`src/rtl/ahb_default_slave_errlog_if.sv`:
```
// AHB-Lite bus bundle for the default slave: address/control from the master
// side, ready/response/read data back from the slave.
`timescale 1ns/1ps
interface ahb_default_slave_errlog_if #(
    parameter int ADDR_WIDTH = 32
) ();
    logic                  HSEL;
    logic [ADDR_WIDTH-1:0] HADDR;
    logic [1:0]            HTRANS;
    logic                  HWRITE;
    logic [2:0]            HSIZE;
    logic                  HREADY;
    logic                  HREADYOUT;
    logic                  HRESP;
    logic [31:0]           HRDATA;

    modport master (
        output HSEL, HADDR, HTRANS, HWRITE, HSIZE, HREADY,
        input  HREADYOUT, HRESP, HRDATA
    );

    modport slave (
        input  HSEL, HADDR, HTRANS, HWRITE, HSIZE, HREADY,
        output HREADYOUT, HRESP, HRDATA
    );
endinterface

```
`src/rtl/ahb_default_slave_errlog.sv`:
```
// AHB-Lite default slave for unmapped regions: optional wait states, then an
// ERROR (or read-as-zero OKAY) response, plus a first-fault log with IRQ.
`timescale 1ns/1ps
module ahb_default_slave_errlog #(
    parameter int ADDR_WIDTH  = 32,
    parameter int WAIT_STATES = 0,
    parameter int RESP_MODE   = 0,
    parameter int CNT_WIDTH   = 8
) (
    input  logic                  HCLK,
    input  logic                  HRESET,
    ahb_default_slave_errlog_if.slave ahb,
    input  logic                  FAULT_CLEAR,
    output logic                  FAULT_VALID,
    output logic [ADDR_WIDTH-1:0] FAULT_ADDR,
    output logic                  FAULT_WRITE,
    output logic [2:0]            FAULT_SIZE,
    output logic                  FAULT_OVERFLOW,
    output logic [CNT_WIDTH-1:0]  FAULT_COUNT,
    output logic                  IRQ
);

    generate
        if (WAIT_STATES < 0 || WAIT_STATES > 15 || CNT_WIDTH < 1 || CNT_WIDTH > 16 ||
            (RESP_MODE != 0 && RESP_MODE != 1)) begin : g_bad_param
            $error("ahb_default_slave_errlog: illegal WAIT_STATES, CNT_WIDTH or RESP_MODE");
        end
    endgenerate

    localparam bit         HAS_WAIT  = (WAIT_STATES > 0);
    localparam bit         ERR_MODE  = (RESP_MODE == 0);
    localparam logic [3:0] WAIT_LOAD = 4'((WAIT_STATES > 0) ? WAIT_STATES - 1 : 0);

    typedef enum logic [1:0] {ST_IDLE, ST_WAIT, ST_ERR1, ST_ERR2} state_t;

    state_t      state;
    logic [3:0]  wait_cnt;
    logic        ready_q;
    logic        resp_q;
    logic        req;
    logic        valid_base;
    logic        ovf_base;
    logic [CNT_WIDTH-1:0] cnt_base;
    logic        unused_htrans0;

    assign req            = ahb.HSEL & ahb.HTRANS[1] & ahb.HREADY;
    assign unused_htrans0 = ahb.HTRANS[0];

    // Output flops are loaded together with the next state so HREADYOUT/HRESP
    // are a pure function of the state register.
    always_ff @(posedge HCLK or posedge HRESET) begin
        if (HRESET) begin
            state    <= ST_IDLE;
            wait_cnt <= 4'd0;
            ready_q  <= 1'b1;
            resp_q   <= 1'b0;
        end else begin
            case (state)
                ST_IDLE, ST_ERR2: begin
                    if (req && HAS_WAIT) begin
                        state    <= ST_WAIT;
                        wait_cnt <= WAIT_LOAD;
                        ready_q  <= 1'b0;
                        resp_q   <= 1'b0;
                    end else if (req && ERR_MODE) begin
                        state   <= ST_ERR1;
                        ready_q <= 1'b0;
                        resp_q  <= 1'b1;
                    end else begin
                        state   <= ST_IDLE;
                        ready_q <= 1'b1;
                        resp_q  <= 1'b0;
                    end
                end
                ST_WAIT: begin
                    if (wait_cnt != 4'd0) begin
                        wait_cnt <= wait_cnt - 4'd1;
                    end else if (ERR_MODE) begin
                        state   <= ST_ERR1;
                        ready_q <= 1'b0;
                        resp_q  <= 1'b1;
                    end else begin
                        state   <= ST_IDLE;
                        ready_q <= 1'b1;
                        resp_q  <= 1'b0;
                    end
                end
                ST_ERR1: begin
                    state   <= ST_ERR2;
                    ready_q <= 1'b1;
                    resp_q  <= 1'b1;
                end
                default: begin
                    state   <= ST_IDLE;
                    ready_q <= 1'b1;
                    resp_q  <= 1'b0;
                end
            endcase
        end
    end

    assign ahb.HREADYOUT = ready_q;
    assign ahb.HRESP     = resp_q;
    assign ahb.HRDATA    = 32'd0;

    // A clear takes effect first, so a coincident request is logged as a fresh first fault.
    assign valid_base = FAULT_VALID & ~FAULT_CLEAR;
    assign ovf_base   = FAULT_OVERFLOW & ~FAULT_CLEAR;
    assign cnt_base   = FAULT_CLEAR ? '0 : FAULT_COUNT;

    always_ff @(posedge HCLK or posedge HRESET) begin
        if (HRESET) begin
            FAULT_VALID    <= 1'b0;
            FAULT_OVERFLOW <= 1'b0;
            FAULT_COUNT    <= '0;
            FAULT_ADDR     <= '0;
            FAULT_WRITE    <= 1'b0;
            FAULT_SIZE     <= 3'd0;
        end else begin
            FAULT_VALID    <= valid_base | req;
            FAULT_OVERFLOW <= ovf_base | (req & valid_base);
            if (req) begin
                FAULT_COUNT <= (&cnt_base) ? cnt_base : cnt_base + CNT_WIDTH'(1);
            end else begin
                FAULT_COUNT <= cnt_base;
            end
            if (req && !valid_base) begin
                FAULT_ADDR  <= ahb.HADDR;
                FAULT_WRITE <= ahb.HWRITE;
                FAULT_SIZE  <= ahb.HSIZE;
            end
        end
    end

    assign IRQ = FAULT_VALID;

endmodule

```
`src/flat_wrapper.sv`:
```
// flat-port wrapper written by rule: the top's interface ports become plain ports
module ahb_default_slave_errlog_flat 
#(
    parameter int ADDR_WIDTH  = 32,
    parameter int WAIT_STATES = 0,
    parameter int RESP_MODE   = 0,
    parameter int CNT_WIDTH   = 8
)
  (HCLK, HRESET, FAULT_CLEAR, FAULT_VALID, FAULT_ADDR, FAULT_WRITE, FAULT_SIZE, FAULT_OVERFLOW, FAULT_COUNT, IRQ, ahb_HSEL, ahb_HADDR, ahb_HTRANS, ahb_HWRITE, ahb_HSIZE, ahb_HREADY, ahb_HREADYOUT, ahb_HRESP, ahb_HRDATA);
  ahb_default_slave_errlog_if #(.ADDR_WIDTH(ADDR_WIDTH)) ahb_i ();
  input  logic HCLK;
  input  logic HRESET;
  input  logic FAULT_CLEAR;
  output logic FAULT_VALID;
  output logic [ADDR_WIDTH-1:0] FAULT_ADDR;
  output logic FAULT_WRITE;
  output logic [2:0] FAULT_SIZE;
  output logic FAULT_OVERFLOW;
  output logic [CNT_WIDTH-1:0] FAULT_COUNT;
  output logic IRQ;
  input wire logic [$bits(ahb_i.HSEL)-1:0] ahb_HSEL;
  input wire logic [$bits(ahb_i.HADDR)-1:0] ahb_HADDR;
  input wire logic [$bits(ahb_i.HTRANS)-1:0] ahb_HTRANS;
  input wire logic [$bits(ahb_i.HWRITE)-1:0] ahb_HWRITE;
  input wire logic [$bits(ahb_i.HSIZE)-1:0] ahb_HSIZE;
  input wire logic [$bits(ahb_i.HREADY)-1:0] ahb_HREADY;
  output wire logic [$bits(ahb_i.HREADYOUT)-1:0] ahb_HREADYOUT;
  output wire logic [$bits(ahb_i.HRESP)-1:0] ahb_HRESP;
  output wire logic [$bits(ahb_i.HRDATA)-1:0] ahb_HRDATA;
  assign ahb_i.HSEL = ahb_HSEL;
  assign ahb_i.HADDR = ahb_HADDR;
  assign ahb_i.HTRANS = ahb_HTRANS;
  assign ahb_i.HWRITE = ahb_HWRITE;
  assign ahb_i.HSIZE = ahb_HSIZE;
  assign ahb_i.HREADY = ahb_HREADY;
  assign ahb_HREADYOUT = ahb_i.HREADYOUT;
  assign ahb_HRESP = ahb_i.HRESP;
  assign ahb_HRDATA = ahb_i.HRDATA;
  ahb_default_slave_errlog #(.ADDR_WIDTH(ADDR_WIDTH), .WAIT_STATES(WAIT_STATES), .RESP_MODE(RESP_MODE), .CNT_WIDTH(CNT_WIDTH)) u_core (.HCLK(HCLK), .HRESET(HRESET), .ahb(ahb_i), .FAULT_CLEAR(FAULT_CLEAR), .FAULT_VALID(FAULT_VALID), .FAULT_ADDR(FAULT_ADDR), .FAULT_WRITE(FAULT_WRITE), .FAULT_SIZE(FAULT_SIZE), .FAULT_OVERFLOW(FAULT_OVERFLOW), .FAULT_COUNT(FAULT_COUNT), .IRQ(IRQ));
endmodule
```
`config.mk`:
```
export PLATFORM = sky130hd
export DESIGN_NAME = ahb_default_slave_errlog_flat
export DESIGN_NICKNAME = d
export VERILOG_FILES = /design/src/rtl/ahb_default_slave_errlog_if.sv /design/src/rtl/ahb_default_slave_errlog.sv /design/src/flat_wrapper.sv
export SDC_FILE = /design/constraint.sdc
export NUM_CORES = 1
export LEC_CHECK = 0
export ABC_AREA = 0
export BUFFER_PORTS_ARGS = -buffer_cell sky130_fd_sc_hd__buf_2
export CAP_MARGIN = 20
export CORE_ASPECT_RATIO = 0.8
export CORE_UTILIZATION = 40
export CTS_CLUSTER_DIAMETER = 200
export DETAILED_ROUTE_END_ITERATION = 6
export MAX_ROUTING_LAYER = met4
export PLACE_DENSITY = 0.82
export SLEW_MARGIN = 30
export SYNTH_ARGS = -nofsm -noshare
export SYNTH_HDL_FRONTEND = slang
export SYNTH_SLANG_ARGS = --single-unit
```
`constraint.sdc`:
```
create_clock -name HCLK -period 1.7 [get_ports HCLK]
set_input_delay 0.17 -clock HCLK [delete_from_list [all_inputs] [get_ports HCLK]]
set_output_delay 0.17 -clock HCLK [all_outputs]
set_load 0.03 [all_outputs]
```
=== Word level (Yosys, flattened, before mapping) ===
Index checks and enable logic that the tools add are counted.

* Output and inout bits: 81
* Flip-flop bits (word level): 54
* Bits of input ports: 43
* Word-level logic and storage cells: 43

* Eq/ne operators: 4
* Bitwise gates (word level): 8
* Multiplexer cells: 12
* Add/subtract/negate cells: 2
* Reduce and logical (&&, ||, !) cells: 7

{| class="wikitable"
|+ Operators by type and width
! kind !! count
|-
| $mux 8 || 3
|-
| $add 8x1->8 const B || 1
|-
| $reduce_and 8->1 || 1
|-
| $pmux 1 s3 || 2
|-
| $pmux 2 s3 || 1
|-
| $and 1x1->1 || 5
|-
| $eq 2x2->1 const B || 2
|-
| $mux 1 || 4
|-
| $mux 2 || 2
|-
| $reduce_bool 4->1 || 1
|-
| $sub 4x1->4 const B || 1
|-
| $eq 2x1->1 const B || 1
|-
| $logic_not 2->1 || 1
|-
| $ne 2x2->1 const B || 1
|-
| $or 1x1->1 || 2
|-
| $reduce_and 2->1 || 1
|-
| $reduce_or 2->1 || 1
|-
| $logic_and 1x1->1 || 1
|-
| $logic_not 1->1 || 1
|-
| $not 1->1 || 1
|}

=== Logic depth before layout (Yosys ltp) ===
Gate-level depths: netlist of the first run.

* Depth in word-level cells: 4
* Gate-level depth with buffers: 6
* Mapped depth without buffers: 6

=== Worst setup path before layout of the first run ===
No wires, ideal clock.

* Path type: register to register
* Start: register u_core.FAULT_COUNT[0]
* End: register u_core.FAULT_COUNT[1]
* Period minus slack after synthesis: 1.764 ns
* Setup slack: -0.064 ns
* Cell stages (with the launch flop): 6
* Path buffers: 0
* Required time: 1.575 ns
* Library setup time: 0.125 ns
* Arrival time: 1.640 ns
* Path through: dfrtp_1 -> and2b_1 -> ha_1 -> nand4b_1 -> o21ai_0 -> mux2_2

* Longest elaborated chain between the ends: 4
* Elaborated cells between the ends (all ways): 5
* Classes of those cells: 1 x add/sub; 3 x mux; 1 x reduce/logical

{| class="wikitable"
|+ Ends and longest elaborated chain
! what !! RTL line !! text
|-
| start: declaration || ahb_default_slave_errlog.sv:19 || <nowiki>output logic [CNT_WIDTH-1:0] FAULT_COUNT,</nowiki>
|-
| start signal: assignment || ahb_default_slave_errlog.sv:123 || <nowiki>FAULT_COUNT <= (&cnt_base) ? cnt_base : cnt_base + CNT_WIDTH'(1);</nowiki>
|-
| start signal: assignment || ahb_default_slave_errlog.sv:125 || <nowiki>FAULT_COUNT <= cnt_base;</nowiki>
|-
| $mux 8 (*) || ahb_default_slave_errlog.sv:109 || <nowiki>assign cnt_base = FAULT_CLEAR ? '0 : FAULT_COUNT;</nowiki>
|-
| $add 8x1->8 or $reduce_and 8->1 (tied branches) || ahb_default_slave_errlog.sv:123 ||
|-
| $mux 8 (*) || ahb_default_slave_errlog.sv:123 ||
|-
| $mux 8 (*) || ahb_default_slave_errlog.sv:122 || <nowiki>if (req) begin</nowiki>
|}

Every way passes the cells marked *; elsewhere a longest branch is shown, timed or not.
A chain may end at the register's enable or synchronous reset.

=== Worst setup path after layout of the first run ===
* Start: register u_core.FAULT_COUNT[0]
* End: register u_core.FAULT_COUNT[3]

Same word-level chain as after synthesis.

==> results.yml, run 1 <==
timing:
  setup_viol: 0
  max_freq_ghz: 0.602
  whs_ps: 95.7
  rsz0062_at_grt: "false"
  maxSlewViolCount: 0
  final.setup_skew_ps: 2.57
  finalCritPeriodShare: 0.977
  period_minus_slack_ps: 1660
  final-hold-violation-count: 0
  finalSetupTns_ps: 0
synthesis:
  synth_area_leaders: "dfrtp_1 50%, mux2_4 17%, buf_4 9.5%"
  async_reset_ff_frac: 1.00
  synth_xor_area_frac: 0.0101
  synth_simple_gate_area_frac: 0.0762
  synth_adder_area_share: 0.0193
  ys_seq_area_frac: 0.512
  synth_area_um2: 2590
  synth_largest_area_cell: "dfrtp_1"
  yosys-mux-area-fraction: 0.220
  synth_flop_cell: "dfrtp_1"
  ys_warn_count: 0
  synth_top_area_frac: 0.501
  synth_top_family_by_area: "multiplexers"
  synth_edf_count: 0
  synth_compound_area_frac: 0.0386
  synth_seq_cells: 53
  synthDistinctLibCells: 33
  synth.avg_cell_area_um2: 13.2
  synthCells: 197
drt:
  drc: 0
  num_vias: 1712
  finalWirelength_um: 4850
  vias_per_cell: 4.55
  ant_nets: 0
  initialDrtViolationCount: 36
  first_pass_iters: 4
  detail_route.wl_per_cell_um: 12.9
die:
  die_h_um: 74.0
  start_util: 0.428
  num_rows: 25
  placeableCoreArea_um2: 6070
  ios: 124
  dieWidth_um: 92.1
  dieArea_um2: 6820
final_layout:
  final-seq-area_um2: 1330
  multi_input_area_um2: 1070
  n_antenna_cell: 0
  postLayoutCoreUtil: 0.518
  fin_nets: 341
  syn_to_final_growth_pct: 21.2
  fill_cells: 541
  drive_gt1_frac: 0.519
  fin_cells: 376
pwr:
  p_sw_mw: 1.30
  ir_worst_vdd_v: 0.000399
  p_leak_nw: 1.64
  p_clk_frac: 0.209
  internal-power_mw: 2.33
  p_sw_frac: 0.359
  seqPwrFrac: 0.445
  power_density_nw_per_um2: 1160
  total_power_mw: 3.64
  pwr-share-comb: 0.346
clock_network:
  worst_skew_pair.late_latency_ps: 300
  cts_max_level: 2
  post_cts_buffers: 0
  clkTransAtPathRegs_ps: 90
  cts_tree: "yes"
  cts_root_buffer: "clkbuf_8"
  cts.sinks: 53
  numCtsBuffers: 5
  cts_buffer_depth: 2
run:
  max-cap-violations: 0
critical_path:
  start_kind: "flip-flop"
  worstPathRequired_ps: 1890
  cp.arrival_ps: 1860
  path_max_fanout: 5
  endpoint_kind: "flip-flop"
  path_class: "reg -> reg"
place:
  port_buffers: 90
  hpwl_um: 3430
  place_congestion: 0.916
  dp_cells: 367
global_route:
  grt_overflow: 0
  antenna_found_initial: 0
  track_usage: 0.143
  grt_pass1_wl_um: 7220
  grt_max_degree: 38
  grt_pass1_vias: 1580
status:
  status: "finished, final reports clean"
worst_hold_path:
  hold_path.class: "in -> reg"
cells in the final DEF, fill, tap and decap left out, types with 2 or more instances in the layout:
cell      count
buf_2        90
mux2_4       30
nor2_1        7
mux2i_1       3
ha_1          3
a21oi_1       4
nand3_1       2
o21ai_0       3
nor4_1        4
inv_1         5
dfrtp_1      50
nand4_1       2
mux2_2        8
and2b_1       3
clkbuf_8      7
nand2_1      13
buf_4         2
xnor2_1       2
dfrtp_2       2
inv_2         2
conb_1       32
buf_12        2
stage by stage:
stage                     setup slack (ps)  area, um2
after floorplan                       24.9       2710
after global placement                 106       3030
after detailed placement              37.3       3030
after CTS                             29.3       3140
after global routing                  5.70       3140
final                                 38.6       3140
cell families after synthesis:
logic type / Yosys count
AOI/OAI and AO/OA: 14
xor gates and xnor gates: 3
adders and majority gates: 4
buffers and inverters: 43
DFF: 53
muxes: 41
other: 1
and+or+nand+nor: 38
registers in the layout, indices dropped and copies added, names as in the netlist:
| register | flops |
|---|---|
| u_core.FAULT_SIZE | 3 |
| u_core.FAULT_ADDR | 32 |
| u_core.ahb.HREADYOUT | 1 |
| u_core.FAULT_WRITE | 1 |
| u_core.state | 1 |
| u_core.ahb.HRESP | 1 |
| u_core.FAULT_COUNT | 8 |
| u_core.wait_cnt | 4 |
| u_core.FAULT_VALID | 1 |
| u_core.FAULT_OVERFLOW | 1 |
worst paths after layout:
check | cells after the start | endpoint | start | slack (ps)
min in group asynchronous | 3 | u_core.FAULT_VALID | HRESET | 390
min | 2 | u_core.FAULT_ADDR[4] | ahb_HADDR[4] | 100
max reg2reg | 6 | u_core.FAULT_COUNT[3] | u_core.FAULT_COUNT[0] | 40
max in group asynchronous | 4 | u_core.FAULT_ADDR[25] | HRESET | 790
min reg2reg | 2 | u_core.FAULT_OVERFLOW | u_core.FAULT_OVERFLOW | 510
max | 6 | u_core.FAULT_COUNT[3] | u_core.FAULT_COUNT[0] | 40
metal layers:
metal	vias to the layer above	track usage	part of all wire
li1	801	-	-
met1	823	0.167	0.43
met2	82	0.249	0.49
met3	6	0.0307	0.067
met4	0	0.0503	0.0095
met5	-	-	0
worst max-delay path, cell delays in order (launching register included):
cell,delay (ps)
dfrtp_2,430
and2b_1,190
ha_2,200
nand4b_1,140
nor2_2,90
o31a_2,320
o21a_1,180
area by class of cell:
cell class	instances	share of cell area
flip-flops and latches	53	0.423
well taps	81	0.0322
inverters	7	0.00836
clock inverters	1	0.00159
multi-input cells	132	0.340
repair buffers	95	0.164
clock buffers	7	0.0306
power by group through the flow:
stage | clock [mW] | sequential, mW | combinational (mW)
floorplan | 0 | 2.06 | 0.556
CTS | 0.798 | 1.62 | 1.27
finish | 0.759 | 1.62 | 1.26
global placement | 0 | 1.63 | 1.25
detailed placement | 0 | 1.64 | 1.27
global route | 0.850 | 1.64 | 1.34
Yosys cell counts (2+ instances only):
master	number
nor2_1	8
inv_1	6
nand3_1	2
o21ai_0	4
ha_1	4
mux2_4	30
dfrtp_1	52
mux2_2	8
nand2_1	13
nand4_1	2
mux2i_1	3
nor4_1	4
a21oi_1	4
and2b_1	3
xnor2_1	2
buf_4	33
buf_8	3
repair_timing:
item,4_1_cts,5_1_grt
hold endpoints to repair,15,0
gates resized for setup,0,3
setup endpoints to repair,0,2
hold buffers,1,0
(Power assumes the default switching activity.)
==> inputs of run 2 (changes only) <==
Settings changed: CORE_ASPECT_RATIO 0.8 to 1.1, SKIP_LAST_GASP from default to 1.
==> results.yml, run 2 (same netlist as run 1, synthesis figures left out) <==
status:
  status: "finished, final reports clean"
critical_path:
  worstPathRequired_ps: 1890
  crit_path_cell_trace: "and2b_1 -> ha_1 -> nand4b_1 -> nor2_2 -> o31a_2 -> o21a_1"
  path_class: "reg -> reg"
  cp.arrival_ps: 1840
  path_max_fanout: 5
  cp_slowest_cell: "dfrtp_2"
  cpPeakStageDelay_ps: 430
  endpoint_kind: "flip-flop"
  start_kind: "flip-flop"
drt:
  initialDrtViolationCount: 28
  detail_route.wl_per_cell_um: 12.2
  first_pass_iters: 4
  num_vias: 1708
  drc: 0
  finalWirelength_um: 4620
  vias_per_cell: 4.52
  ant_nets: 0
run:
  max-cap-violations: 0
timing:
  period_minus_slack_ps: 1650
  rsz0062_at_grt: "true"
  final.setup_skew_ps: 6.21
  max_freq_ghz: 0.605
  maxSlewViolCount: 0
  whs_ps: 101
  finalSetupTns_ps: 0
  final-hold-violation-count: 0
  setup_viol: 0
  finalCritPeriodShare: 0.972
die:
  placeableCoreArea_um2: 6230
  die_h_um: 86.5
  ios: 124
  num_rows: 30
  dieArea_um2: 6810
  start_util: 0.416
  dieWidth_um: 78.8
clock_network:
  post_cts_buffers: 0
  numCtsBuffers: 5
  cts_buffer_depth: 2
  cts_max_level: 2
  cts.sinks: 53
  worst_skew_pair.late_latency_ps: 290
  cts_root_buffer: "clkbuf_8"
  cts_tree: "yes"
  clkTransAtPathRegs_ps: 90
place:
  hpwl_um: 3490
  port_buffers: 90
  place_congestion: 0.832
  post_dp_cell_area_um2: 3040
pwr:
  p_leak_nw: 1.65
  power_density_nw_per_um2: 1150
  ir_worst_vdd_v: 0.000427
final_layout:
  reg_top3: "u_core.FAULT_ADDR: 32 flops, u_core.FAULT_COUNT: 8 flops, u_core.wait_cnt: 4 flops"
  top_register: "u_core.FAULT_ADDR"
  stdcell_area_um2: 3150
  final_cell_mix: "90 x buf_2, 50 x dfrtp_1, 32 x conb_1"
  final_common_cell: "buf_2"
  fill_cells: 580
  postLayoutCoreUtil: 0.506
  drive_gt1_frac: 0.520
  fin_nets: 344
  n_antenna_cell: 0
  largest_reg_flops: 32
  syn_to_final_growth_pct: 21.4
worst_hold_path:
  hold_path.class: "in -> reg"
global_route:
  grt_overflow: 0
  antenna_found_initial: 0
  track_usage: 0.146
  grt_pass1_wl_um: 7500
  grt_pass1_vias: 1665
  grt_max_degree: 29
==> run 2: changes by cell type in the layout (fill, tap and decap cells not counted), sizes merged <==
cell | previous run | this run
buf | 94 | 97
==> run 2: worst paths after layout <==
kind	depth (start not counted)	end	start	slack, ps
min in group asynchronous	3	u_core.state[0]	HRESET	400
hold / removal	2	u_core.FAULT_ADDR[12]	ahb_HADDR[12]	100
setup reg to reg	6	u_core.FAULT_COUNT[3]	u_core.FAULT_COUNT[0]	50
max in group asynchronous	4	u_core.FAULT_SIZE[0]	HRESET	630
setup / recovery	6	u_core.FAULT_COUNT[3]	u_core.FAULT_COUNT[0]	50
hold reg to reg	1	u_core.FAULT_SIZE[1]	u_core.FAULT_SIZE[1]	510
==> run 2: final cells by class <==
| type | count | area [um2] | area share |
|---|---|---|---|
| inverters | 7 | 26.3 | 0.00834 |
| multi-input cells | 132 | 1070 | 0.339 |
| well taps | 80 | 100 | 0.0318 |
| flip-flops and latches | 53 | 1330 | 0.422 |
| clock buffers | 7 | 96.3 | 0.0306 |
| repair buffers | 98 | 526 | 0.167 |
| clock inverters | 1 | 5.00 | 0.00159 |
==> run 2: through the flow <==
stage | setup slack, ps | power, mW | cells
3_3_place_gp | 92.5 | 2.87 | 369
5_1_grt | -44.9 | 3.84 | 378
4_1_cts | 32.0 | 3.68 | 378
3_5_place_dp | 47.6 | 2.90 | 369
6_report | 47.3 | 3.62 | 378
2_1_floorplan | 24.9 | 2.62 | 228
==> run 2: timing repair <==
action,in CTS,in global routing
gates resized for setup,0,1
endpoints found under the setup margin,0,2
hold buffers,1,0
hold endpoints to repair,16,0
==> run 2: layer usage <==
metal,global-route usage,wire length [um],vias to the layer above
li1,-,-,805
met1,0.163,1940,822
met2,0.255,2350,79
met3,0.0368,319,2
met4,0.0438,16,0
met5,-,0,-
==> run 2: where the power goes <==
part	switching [mW]	internal, mW	total (mW)
registers	0.124	1.49	1.62
logic	0.788	0.471	1.26
clock network	0.379	0.369	0.748
total	1.29	2.33	3.62
==> run 2: critical path, delay by kind of cell (launching register included) <==
kind,cells,cell delay (ps)
fa+ha+maj,1,210
simple gates,3,400
compound gates,2,510
flops,1,430
